--- config.mk ---
export PLATFORM = sky130hd
export DESIGN_NAME = dmem_stage
export DESIGN_NICKNAME = d
export VERILOG_FILES = /design/src/rtl/dmem_stage.sv
export SDC_FILE = /design/constraint.sdc
export NUM_CORES = 1
export LEC_CHECK = 0
export CAP_MARGIN = 20
export CORE_MARGIN = 2
export CORE_UTILIZATION = 46
export DETAILED_ROUTE_END_ITERATION = 10
export HOLD_SLACK_MARGIN = 0.12
export PLACE_DENSITY = 0.85
export SLEW_MARGIN = 10
export SYNTH_ARGS = -nofsm -noshare
export SYNTH_HDL_FRONTEND = slang
export SYNTH_SLANG_ARGS = --single-unit
--- constraint.sdc ---
create_clock -name clk -period 12.32 [get_ports clk]
set_input_delay 2.464 -clock clk [delete_from_list [all_inputs] [get_ports clk]]
set_output_delay 2.464 -clock clk [all_outputs]
set_load 0.05 [all_outputs]
--- src/rtl/dmem_stage.sv ---
// dmem_stage: memory-access stage between execute and writeback.
// Runs one load/store at a time on a single-outstanding data bus.
// Ports: clk/rst; ex_* op from execute; mem_stall to upstream;
//   bus_* request/response; wb_* load result for one cycle;
//   misalign pulse when DMEM_MISALIGN_TRAP_EN is defined.
// DMEM_MISALIGN_TRAP_EN: trap misaligned half/word accesses
//   instead of masking the address to natural alignment.
module dmem_stage #(
  parameter int XLEN = 32,
  parameter int RD_W = 5
) (
  input  logic            clk,
  input  logic            rst,
  input  logic            ex_valid,
  input  logic            ex_load,
  input  logic            ex_store,
  input  logic [2:0]      ex_funct3,
  input  logic [XLEN-1:0] ex_addr,
  input  logic [XLEN-1:0] ex_store_data,
  input  logic [RD_W-1:0] ex_rd,
  output logic            mem_stall,
  output logic            bus_req,
  output logic            bus_we,
  output logic [XLEN-1:0] bus_addr,
  output logic [XLEN-1:0] bus_wdata,
  output logic [3:0]      bus_be,
  input  logic            bus_ack,
  input  logic [XLEN-1:0] bus_rdata,
  output logic            wb_load_active,
  output logic [RD_W-1:0] wb_next_rd,
  output logic [XLEN-1:0] wb_next_rd_value
`ifdef DMEM_MISALIGN_TRAP_EN
  ,
  output logic            misalign
`endif
);

  typedef enum logic {S_IDLE, S_BUS} state_t;

  state_t r_state;
  state_t w_state_nxt;

  logic            w_is_load;
  logic            w_is_store;
  logic            w_legal;
  logic            w_memop;
  logic            w_mis;
  logic            w_accept;
  logic [1:0]      w_off;
  logic [3:0]      w_be;
  logic [XLEN-1:0] w_wdata;
  logic [XLEN-1:0] w_shift;
  logic [XLEN-1:0] w_ext;

  logic [2:0]      r_funct3;
  logic [1:0]      r_off;
  logic            r_load;
  logic [RD_W-1:0] r_rd;
  logic            r_req;
  logic            r_we;
  logic [XLEN-1:0] r_addr;
  logic [XLEN-1:0] r_wdata;
  logic [3:0]      r_be;
  logic            r_wb_active;
  logic [RD_W-1:0] r_wb_rd;
  logic [XLEN-1:0] r_wb_value;

  // Load wins when both load and store are flagged.
  assign w_is_load  = ex_load;
  assign w_is_store = ex_store & ~ex_load;

  always_comb begin
    w_legal = 1'b0;
    if (w_is_load) begin
      case (ex_funct3)
        3'b000, 3'b001, 3'b010,
        3'b100, 3'b101: w_legal = 1'b1;
        default:        w_legal = 1'b0;
      endcase
    end else if (w_is_store) begin
      case (ex_funct3)
        3'b000, 3'b001, 3'b010: w_legal = 1'b1;
        default:                w_legal = 1'b0;
      endcase
    end
  end

  assign w_memop = ex_valid & w_legal;

  // Byte offset inside the word, masked to natural alignment.
  always_comb begin
    w_off = 2'b00;
    case (ex_funct3[1:0])
      2'b00:   w_off = ex_addr[1:0];
      2'b01:   w_off = {ex_addr[1], 1'b0};
      default: w_off = 2'b00;
    endcase
  end

`ifdef DMEM_MISALIGN_TRAP_EN
  always_comb begin
    w_mis = 1'b0;
    case (ex_funct3[1:0])
      2'b01:   w_mis = ex_addr[0];
      2'b10:   w_mis = |ex_addr[1:0];
      default: w_mis = 1'b0;
    endcase
  end
`else
  assign w_mis = 1'b0;
`endif

  assign w_accept = (r_state == S_IDLE) & w_memop & ~w_mis;

  always_comb begin
    w_be    = 4'b1111;
    w_wdata = '0;
    if (w_is_store) begin
      case (ex_funct3[1:0])
        2'b00: begin
          w_be    = 4'b0001 << w_off;
          w_wdata = {4{ex_store_data[7:0]}};
        end
        2'b01: begin
          w_be    = w_off[1] ? 4'b1100 : 4'b0011;
          w_wdata = {2{ex_store_data[15:0]}};
        end
        default: begin
          w_be    = 4'b1111;
          w_wdata = ex_store_data;
        end
      endcase
    end
  end

  always_comb begin
    w_state_nxt = r_state;
    mem_stall   = 1'b0;
    unique case (r_state)
      S_IDLE: begin
        if (w_accept) begin
          w_state_nxt = S_BUS;
          mem_stall   = 1'b1;
        end
      end
      S_BUS: begin
        if (bus_ack) w_state_nxt = S_IDLE;
        else         mem_stall   = 1'b1;
      end
      default: w_state_nxt = S_IDLE;
    endcase
  end

  always_ff @(posedge clk or posedge rst) begin
    if (rst) r_state <= S_IDLE;
    else     r_state <= w_state_nxt;
  end

  assign w_shift = bus_rdata >> {r_off, 3'b000};

  always_comb begin
    w_ext = w_shift;
    case (r_funct3)
      3'b000:  w_ext = {{24{w_shift[7]}}, w_shift[7:0]};
      3'b001:  w_ext = {{16{w_shift[15]}}, w_shift[15:0]};
      3'b100:  w_ext = {24'd0, w_shift[7:0]};
      3'b101:  w_ext = {16'd0, w_shift[15:0]};
      default: w_ext = w_shift;
    endcase
  end

  always_ff @(posedge clk or posedge rst) begin
    if (rst) begin
      r_funct3    <= '0;
      r_off       <= '0;
      r_load      <= 1'b0;
      r_rd        <= '0;
      r_req       <= 1'b0;
      r_we        <= 1'b0;
      r_addr      <= '0;
      r_wdata     <= '0;
      r_be        <= '0;
      r_wb_active <= 1'b0;
      r_wb_rd     <= '0;
      r_wb_value  <= '0;
    end else begin
      r_wb_active <= 1'b0;
      if (w_accept) begin
        r_funct3 <= ex_funct3;
        r_off    <= w_off;
        r_load   <= w_is_load;
        r_rd     <= ex_rd;
        r_req    <= 1'b1;
        r_we     <= w_is_store;
        r_addr   <= {ex_addr[XLEN-1:2], 2'b00};
        r_wdata  <= w_wdata;
        r_be     <= w_be;
      end else if ((r_state == S_BUS) && bus_ack) begin
        r_req <= 1'b0;
        if (r_load) begin
          r_wb_active <= 1'b1;
          r_wb_rd     <= r_rd;
          r_wb_value  <= (r_rd == '0) ? '0 : w_ext;
        end
      end
    end
  end

`ifdef DMEM_MISALIGN_TRAP_EN
  logic r_misalign;

  always_ff @(posedge clk or posedge rst) begin
    if (rst) r_misalign <= 1'b0;
    else     r_misalign <= (r_state == S_IDLE) & w_memop & w_mis;
  end

  assign misalign = r_misalign;
`endif

  assign bus_req          = r_req;
  assign bus_we           = r_we;
  assign bus_addr         = r_addr;
  assign bus_wdata        = r_wdata;
  assign bus_be           = r_be;
  assign wb_load_active   = r_wb_active;
  assign wb_next_rd       = r_wb_rd;
  assign wb_next_rd_value = r_wb_value;

endmodule
==> results_dict.tcl <==
set metrics [dict create \
    outcome "finished, final reports clean" \
    design_area_sq_um 8120 \
    setup_viol_count_final 0 \
    post-route-period-util 0.646 \
    die_w_um 111 \
    path_cells "clkdlybuf4s50_1, nand2_1, o2111ai_4, buf_4, o21ai_0, clkdlybuf4s50_1" \
    fin_skew_ns 0.0212 \
    hold_ws_ns 0.476 \
    cp_max_fo 76 \
    cts_resized 0 \
    r2r_start "r_off[1]" \
    insertion_delay_ns 0.41 \
    slew_violations 0 \
    nFillCells 820 \
    dieArea_sq_um 12300 \
    die_y_um 111 \
    routed_wirelength_um 14800 \
    routedWlPerCell_um 18.0 \
    start_util 0.466 \
    postSynthCellCount 462 \
    cp_num_buf_inv 3 \
    layout.nets 779 \
    drv_cap 0 \
    rsz0062_at_grt "false" \
    grt_pass1_vias 4682 \
    dr.pass1.iters 4 \
    grt_use_total 0.242 \
    placed_cell_area_sq_um 7500 \
    cp.arrival_ns 5.50 \
    cts-root-buf "clkbuf_16" \
    ir_drop_uv 200 \
    clock.fmax_ghz 0.126 \
    io_buffers 216 \
    setup_tns_ns 0 \
    numCtsBuffers 17 \
    hold_buffers 0 \
    overflow 0 \
    grt_util_met3 0.0951 \
    grt_max_degree 77 \
    leakage_uw 0.00346 \
    io_pins 219 \
    drive_above_1_share 0.129 \
    final_common_cell "clkdlybuf4s50_1" \
    syn_area_per_cell_sq_um 11.4 \
    path_class "in2out" \
    path_clk_slew_ns 0.05 \
    crit_required_ns 9.86 \
    antenna_found_initial 0 \
    ant_nets 0 \
    power_density_nw_per_um2 239 \
    grtUsageMet2 0.420 \
    whs_endpoint "bus_wdata[20]" \
    vias 4453 \
    syn_area_sq_um 5250 \
    final_cell_mix "clkdlybuf4s50_1, dfrtp_1, nand2_1, o21ai_0, mux2_2" \
    drc 0 \
    min_from "bus_wdata[20]" \
    crit_start "ex_funct3[0]" \
    regToRegSetupSlack_ns 9.77 \
    reg2reg_depth 4 \
    gr-usage-met1 0.274 \
    worst_slew_margin_rel 0.332 \
    postCtsSetupRepairBufs 0 \
    routed_via_density 5.40 \
    yosysUniqueCellTypes 39 \
    cts_sinks 118 \
    h-tree-depth 4 \
    critical-path-slowest-cell "clkdlybuf4s50_1" \
    clockBufferDepth 2 \
    hold_violations 0 \
    drt_iter0_markers 260 \
    reg2reg_to "wb_next_rd_value[21]" \
    tightestPinTransition_ns 0.999 \
    cpMostUsedCell "clkdlybuf4s50_1" \
    hold_class "reg2reg" \
    crit_family "buffers and inverters" \
    rows 39 \
    holdPathStages 2 \
    synth_edf_count 0 \
    synth_ff_type "dfrtp_1" \
    gp_congestion 0.828 \
    crit_cells 6 \
    slowest_delay_ns 0.96 \
    yosysSeqAreaShare 0.563 \
    busiest_layer "met2" \
    yosysWarnings 0 \
    diodes 0 \
    cp-start-kind "input pin" \
    end_kind "output port" \
    fp.coreArea_sq_um 11300 \
    syn2layout_area_growth_pct 54.7 \
    synthArstFlopShare 1.00 \
    hpwl_um 10700 \
    cts_tree "yes" \
    synth_seq_cells 118 \
    grt_first_pass_wirelength_um 23600 \
    fin_crit_ns 7.96 \
]
worst min-delay path, stage by stage, from the launching register on:
cell and delay (ns):
dfrtp_1 0.33, nand2_1 0.05, o21ai_0 0.06
cell usage after synthesis (2+ instances only):
library cell,number,share of area
dfrtp_1,118,0.56
nand2_1,65,0.046
o21ai_0,51,0.049
mux2_2,44,0.094
mux2i_1,39,0.074
a21oi_1,24,0.023
clkbuf_1,23,0.016
nor2_1,18,0.013
a221o_1,16,0.031
a22o_1,8,0.013
nand3b_1,8,0.011
buf_2,7,0.0067
inv_1,4,0.0029
a2bb2oi_1,3,0.0050
nand2b_1,3,0.0036
buf_1,2,0.0014
buf_4,2,0.0029
nand3_1,2,0.0019
nor2b_1,2,0.0024
nor3_1,2,0.0019
o21a_1,2,0.0029
or2_2,2,0.0024
registers in the layout (all words and copies together), names as in the netlist:
signal and count:
r_funct3 3, r_off 2, bus_wdata 32, r_state 1, wb_load_active 1, bus_be 4, r_rd 5, bus_req 1
wb_next_rd_value 32, bus_we 1, r_load 1, bus_addr 30, wb_next_rd 5
power by group:
part	total [uW]	internal, uW	switching (uW)
clock	511	347	165
sequential	580	505	74.9
combinational	847	305	542
layout make-up:
type / instances / area (sq um) / area share
multi-input combinational: 305 / 2140 / 0.264
sequential: 118 / 2950 / 0.364
timing repair buffer: 222 / 2210 / 0.272
inverter: 5 / 21.3 / 0.00262
clock buffer: 22 / 464 / 0.0572
clock inverter: 9 / 150 / 0.0185
tap: 143 / 179 / 0.0220
worst max-delay path by stage:
stage	slack, ns	end
after global routing	4.17	mem_stall
after detailed placement	4.32	mem_stall
after floorplan	5.83	mem_stall
after global placement	4.38	mem_stall
after CTS	4.33	mem_stall
final	4.36	mem_stall
logic make-up after synthesis:
group                  synth area share
muxes                             0.175
AOI/OAI and AO/OA                 0.138
DFF                               0.563
buffers and inverters            0.0331
and+or+nand+nor                  0.0906
other                          0.000714
metrics by stage:
stage               power, uW  std cells  worst slack (ns)   util
finish                   1940        824              4.36  0.720
global route             2010        824              4.17  0.720
CTS                      1950        824              4.33  0.720
detailed placement       1430        793              4.32  0.666
global placement         1420        793              4.38  0.666
floorplan                1120        463              5.83      -
metal layers:
layer	wire length, um	share of wire
met1	5840	0.39
met2	7600	0.51
met3	1150	0.078
met4	206	0.014
met5	0	0
(Power assumes the default switching activity.)
